[src/rtl/sweep_ctrl_pkg.sv]
// Shared definitions for the gate sweep controller.
// Holds the sequencer state encoding, the settle-counter width and the
// expected truth table of a two-input AND gate (bit i = output for input i).
package sweep_ctrl_pkg;

    typedef enum logic [1:0] {
        ST_IDLE   = 2'd0,
        ST_SETTLE = 2'd1,
        ST_SAMPLE = 2'd2,
        ST_DONE   = 2'd3
    } state_e;

    // Settle counter width; covers SETTLE_CYCLES up to 255.
    localparam int unsigned CNT_W = 8;

    // Truth table of a two-input AND: only combination 3 (A=1,B=1) is high.
    localparam logic [3:0] AND2_EXPECTED = 4'b1000;

endpackage : sweep_ctrl_pkg

[src/rtl/sweep_settle_timer.sv]
// Loadable down-counter that times how long each input combination is held.
// Ports:
//   clk, rst     - clock, synchronous active-high reset (count -> 0)
//   load         - load load_val on the next edge (has priority over dec)
//   load_val     - reload value
//   dec          - decrement by one; saturates at zero
//   zero         - count is zero (decoded from the count register)
module sweep_settle_timer
    import sweep_ctrl_pkg::*;
(
    input  logic             clk,
    input  logic             rst,
    input  logic             load,
    input  logic [CNT_W-1:0] load_val,
    input  logic             dec,
    output logic             zero
);

    logic [CNT_W-1:0] cnt_q;
    logic [CNT_W-1:0] cnt_d;

    // Next count: load wins, otherwise a saturating decrement.
    always_comb begin
        cnt_d = cnt_q;
        if (load) begin
            cnt_d = load_val;
        end else if (dec && (cnt_q != '0)) begin
            cnt_d = cnt_q - CNT_W'(1);
        end
    end

    always_ff @(posedge clk) begin
        if (rst) begin
            cnt_q <= '0;
        end else begin
            cnt_q <= cnt_d;
        end
    end

    assign zero = (cnt_q == '0);

endmodule : sweep_settle_timer

[src/rtl/and_gate_sweep_ctrl.sv]
// Sweeps a combinational gate through every input combination, holding each
// for SETTLE_CYCLES before capturing the gate output, then compares the
// measured truth table with EXPECTED.
// Ports:
//   clk, rst     - clock, synchronous active-high reset
//   start        - sweep request, honoured only in IDLE
//   drive_in     - gate input vector (N_IN=2: in_A=drive_in[1], in_B=drive_in[0])
//   gate_out     - gate output under test
//   sample       - strobe in each cycle where gate_out is captured
//   busy         - sweep in progress (through the last SAMPLE)
//   done         - one-cycle completion pulse
//   truth_table  - measured table, bit i = output for combination i
//   match        - truth_table == EXPECTED, valid from done until next start
module and_gate_sweep_ctrl
    import sweep_ctrl_pkg::*;
#(
    parameter int unsigned N_IN          = 2,
    parameter int unsigned SETTLE_CYCLES = 8,
    localparam int unsigned TT_W         = 1 << N_IN,
    parameter logic [TT_W-1:0] EXPECTED  = TT_W'(AND2_EXPECTED)
) (
    input  logic            clk,
    input  logic            rst,
    input  logic            start,
    output logic [N_IN-1:0] drive_in,
    input  logic            gate_out,
    output logic            sample,
    output logic            busy,
    output logic            done,
    output logic [TT_W-1:0] truth_table,
    output logic            match
);

    localparam logic [CNT_W-1:0] SETTLE_LOAD = CNT_W'(SETTLE_CYCLES - 1);

    state_e          state_q;
    logic [N_IN-1:0] drive_q;
    logic            sample_q;
    logic            busy_q;
    logic            done_q;
    logic [TT_W-1:0] tt_q;
    logic            match_q;

    logic            last_c;
    logic            tmr_load_c;
    logic            tmr_dec_c;
    logic            tmr_zero;
    logic [TT_W-1:0] tt_upd_c;

    // All-ones input vector is the terminal combination; no wrap mid-sweep.
    assign last_c = &drive_q;

    // Timer reloads on sweep start and on each non-final sample.
    always_comb begin
        tmr_load_c = 1'b0;
        tmr_dec_c  = 1'b0;
        if ((state_q == ST_IDLE) && start) begin
            tmr_load_c = 1'b1;
        end
        if ((state_q == ST_SAMPLE) && !last_c) begin
            tmr_load_c = 1'b1;
        end
        if (state_q == ST_SETTLE) begin
            tmr_dec_c = 1'b1;
        end
    end

    // Table with the current combination's result folded in, so the final
    // match compare sees the bit captured in this same cycle.
    always_comb begin
        tt_upd_c           = tt_q;
        tt_upd_c[drive_q]  = gate_out;
    end

    sweep_settle_timer u_timer (
        .clk      (clk),
        .rst      (rst),
        .load     (tmr_load_c),
        .load_val (SETTLE_LOAD),
        .dec      (tmr_dec_c),
        .zero     (tmr_zero)
    );

    // Sequencer and registered outputs.
    always_ff @(posedge clk) begin
        if (rst) begin
            state_q  <= ST_IDLE;
            drive_q  <= '0;
            sample_q <= 1'b0;
            busy_q   <= 1'b0;
            done_q   <= 1'b0;
            tt_q     <= '0;
            match_q  <= 1'b0;
        end else begin
            sample_q <= 1'b0;
            done_q   <= 1'b0;
            case (state_q)
                ST_IDLE: begin
                    if (start) begin
                        state_q <= ST_SETTLE;
                        drive_q <= '0;
                        tt_q    <= '0;
                        match_q <= 1'b0;
                        busy_q  <= 1'b1;
                    end
                end
                ST_SETTLE: begin
                    if (tmr_zero) begin
                        state_q  <= ST_SAMPLE;
                        sample_q <= 1'b1;
                    end
                end
                ST_SAMPLE: begin
                    tt_q <= tt_upd_c;
                    if (last_c) begin
                        match_q <= (tt_upd_c == EXPECTED);
                        busy_q  <= 1'b0;
                        done_q  <= 1'b1;
                        state_q <= ST_DONE;
                    end else begin
                        drive_q <= drive_q + N_IN'(1);
                        state_q <= ST_SETTLE;
                    end
                end
                ST_DONE: begin
                    state_q <= ST_IDLE;
                end
                default: begin
                    state_q <= ST_IDLE;
                end
            endcase
        end
    end

    assign drive_in    = drive_q;
    assign sample      = sample_q;
    assign busy        = busy_q;
    assign done        = done_q;
    assign truth_table = tt_q;
    assign match       = match_q;

endmodule : and_gate_sweep_ctrl

[config.mk]
export PLATFORM = sky130hd
export DESIGN_NAME = and_gate_sweep_ctrl
export DESIGN_NICKNAME = d
export VERILOG_FILES = /design/src/rtl/sweep_ctrl_pkg.sv /design/src/rtl/sweep_settle_timer.sv /design/src/rtl/and_gate_sweep_ctrl.sv
export SDC_FILE = /design/constraint.sdc
export NUM_CORES = 1
export LEC_CHECK = 0
export ABC_AREA = 1
export CORE_MARGIN = 5
export CORE_UTILIZATION = 55
export CTS_CLUSTER_DIAMETER = 50
export DETAILED_ROUTE_END_ITERATION = 8
export GPL_TIMING_DRIVEN = 0
export PLACE_DENSITY = 0.83
export SYNTH_ARGS = -nofsm -noshare
export SYNTH_HDL_FRONTEND = slang
export SYNTH_SLANG_ARGS = --single-unit
export TNS_END_PERCENT = 5
[constraint.sdc]
create_clock -name clk -period 2.84 [get_ports clk]
set_clock_uncertainty 0.2 [all_clocks]
set_input_delay 0.568 -clock clk [delete_from_list [all_inputs] [get_ports clk]]
set_output_delay 0.568 -clock clk [all_outputs]
set_load 0.02 [all_outputs]
==> metrics <==
Crit Path Max Fanout 4; Mapped Area 1050 µm²; total congestion overflow 0; Register Area 400 µm²; clk buf depth 2; Largest delay share family, worst path buffers and inverters; Ports 14; WP data arrival 1.35 ns; Die Height 53.7 µm; final hold vios 0; Switching Fraction 37.0%; # Post-CTS Setup Buffers 0; Synth Area in XOR/XNOR 1.66%; Vias per Instance 5.20; synthesized instance count 146; vias in the first global route 931; Final HPWL DP 1660 µm; Synth area leaders dfxtp_1 38%, nand2_1 14%, a21oi_1 8.6%, ha_1 7.1%, inv_1 4.6%; Netlist cell types 23; PwrDens 737 nW/µm²; fin crit share 74.5%; crit-path cells clkdlybuf4s50_1; Post-Synth Simple-Gate Area 32.9%; Rel. slew slack 66.2%; asr flop ratio synth 0%; WL final 2210 µm; Hold EP busy; Synth Area in Adders 7.13%; CP Class reg2out; Switching Power 0.345 mW; IO Port Bufs 13; Antenna Violating Nets Remaining 0; Reg clk slew, reported paths 0.12 ns; # H-tree levels 1; highest metal used met3; hold_buf cts 0; # diodes 0; row count 15; antenna violations before repair 0; maximum VDD drop 457 µV; Via Count 977; Final #Nets 174; met3 routed WL 103 µm; root buffer cell clkbuf_4; min Tclk post-route 2.12 ns; reg-to-reg setup timing slack 1.12 ns; CTS buffer count 3; clock sink count 20; Tot GR Track Use 18.8%; register bit count reported by yosys 20; HP Class reg2reg; crit path capture type primary output; Seq pwr share 37.0%; area of the multi-input gates 588 µm²; GP Congestion 0.787; top_reg_cell synth dfxtp_1; initial DRC count 28; type of origin of the critical path register; WL met2 1010 µm; chip width 53.7 µm; Syn. warnings 0; main combinational cell family by area after synthesis simple AND/OR/NAND/NOR gates; Pins Over Slew Limit 0; max-cap viol count 0; largest net degree at the start of global routing 13; outcome complete, no violations; hold path depth 2; post-synth top area share 38.0%; Compound-Gate Fraction of Synth Area 14.1%; Post-Syn Nets 156; Clock power frac 25.2%; HP Start busy; reg2reg end u_timer.cnt_q[2]; RSZ-0062 raised after global routing no; global-route wire length before repair 4030 µm; fraction of layout cells with a size suffix above 1 12.9%; Reg2Reg Depth 7; CTS tree yes; combinational cell fraction of total power 37.7%; Pleak 0.519 nW; mux cell area share after synthesis 0%; die area 2890 µm²; Synth top cells by count 38 x nand2_1, 20 x dfxtp_1, 18 x a21oi_1; highest cell delay on the worst timing path 0.63 ns; Seq/Total Area, Yosys 38.0%; initial core utilization 59.6%; setup TNS 0 ns; count leader, synth nand2_1; fmax 472 MHz; data required time of the worst path 2.07 ns; Worst path slowest cell clkdlybuf4s50_1; syn avg cell area 7.21 µm²; Slew @ Worst Pin 0.507 ns; post_cts resized 0; FILL cells 153; final setup fails 0; setup ws final 0.723 ns; area grow syn2layout 20.3%; DR WL/cell 11.8 µm; Clock Latency Late Sink 0.30 ns; pre-CTS WS 0.866 ns; Int Pwr 0.588 mW; Remaining DRCs 0; Synth area leader dfxtp_1; CORE AREA 1760 µm²; DRT Pass-1 Iters 4; Post-synth EDFFs 0; wl on met1 1100 µm; reg2reg start u_timer.cnt_q[0]; WP buf/inv 1
[placed cells by master, fill, tap and decap left out, drive strengths merged]
| cell type | netlist | layout |
|---|---|---|
| or2 | 2 | 2 |
| nor3 | 2 | 2 |
| a21boi | 1 | 1 |
| nor2 | 20 | 20 |
| o21ai | 8 | 8 |
| dfxtp | 20 | 20 |
| xnor2 | 2 | 2 |
| clkdlybuf4s50 | 0 | 13 |
| bufinv | 0 | 1 |
| a21oi | 18 | 18 |
| nand3b | 1 | 1 |
| nand2 | 41 | 41 |
| clkbuf | 1 | 4 |
| nor4 | 1 | 1 |
| nand3 | 6 | 6 |
| ha | 6 | 6 |
| nand4 | 1 | 1 |
| inv | 16 | 16 |
[stage by stage]
step | std cells | util, % | power (mW) | cell area, µm² | hold slack (ns)
floorplan | 146 | - | 0.623 | 1050 | 0.258
CTS | 188 | 71.8 | 0.935 | 1270 | 0.276
finish | 188 | 71.8 | 0.934 | 1270 | 0.279
global placement | 184 | 68.8 | 0.684 | 1210 | 0.248
global route | 188 | 71.8 | 1.01 | 1270 | 0.315
detailed placement | 184 | 68.8 | 0.701 | 1210 | 0.259
[worst max-delay path by stage]
stage	startpoint	endpoint	slack (ns)	depth (start not counted)
final	drive_in[1]	drive_in[1]	0.72	1
after global routing	drive_in[0]	drive_in[0]	0.66	1
after floorplan	drive_in[0]	truth_table[2]	1.25	6
after CTS	drive_in[0]	drive_in[0]	0.72	1
after detailed placement	rst	sample	0.87	3
after global placement	start	drive_in[1]	0.88	6
[area by class of cell]
class | instances | share of cell area [%]
plain buffers | 1 | 0.296
clock buffers | 3 | 1.78
clock inverters | 1 | 2.37
inverters | 16 | 4.74
multi-input cells | 109 | 46.4
flip-flops and latches | 20 | 31.6
well taps | 25 | 2.47
repair buffers | 13 | 10.3
[layer usage]
layer  global-route usage (%)  up-vias
li1                         -      499
met1                     25.2      455
met2                     30.4       23
met3                     3.05        0
met4                     6.38        0
met5                        0        -
[kinds of logic (layout without fill, tap and decap cells)]
kind of cell,after synthesis,in the layout
fa+ha+maj,6,6
compound gates,27,27
xor+xnor,2,2
flops,20,20
simple gates,74,74
buf+inv,17,34
[power by group through the flow]
stage	clock network, mW	logic, mW	registers [mW]
floorplan	0	0.268	0.355
global placement	0	0.334	0.350
detailed placement	0	0.349	0.351
CTS	0.240	0.351	0.345
global route	0.249	0.405	0.351
finish	0.236	0.352	0.346
[flip-flops by register name, indices dropped and copies added (netlist names)]
register / cells
done: 1
drive_in: 2
busy: 1
u_timer.cnt_q: 8
sample: 1
match: 1
state_q: 2
truth_table: 4
Note: power is estimated with default switching activity, not from simulation.
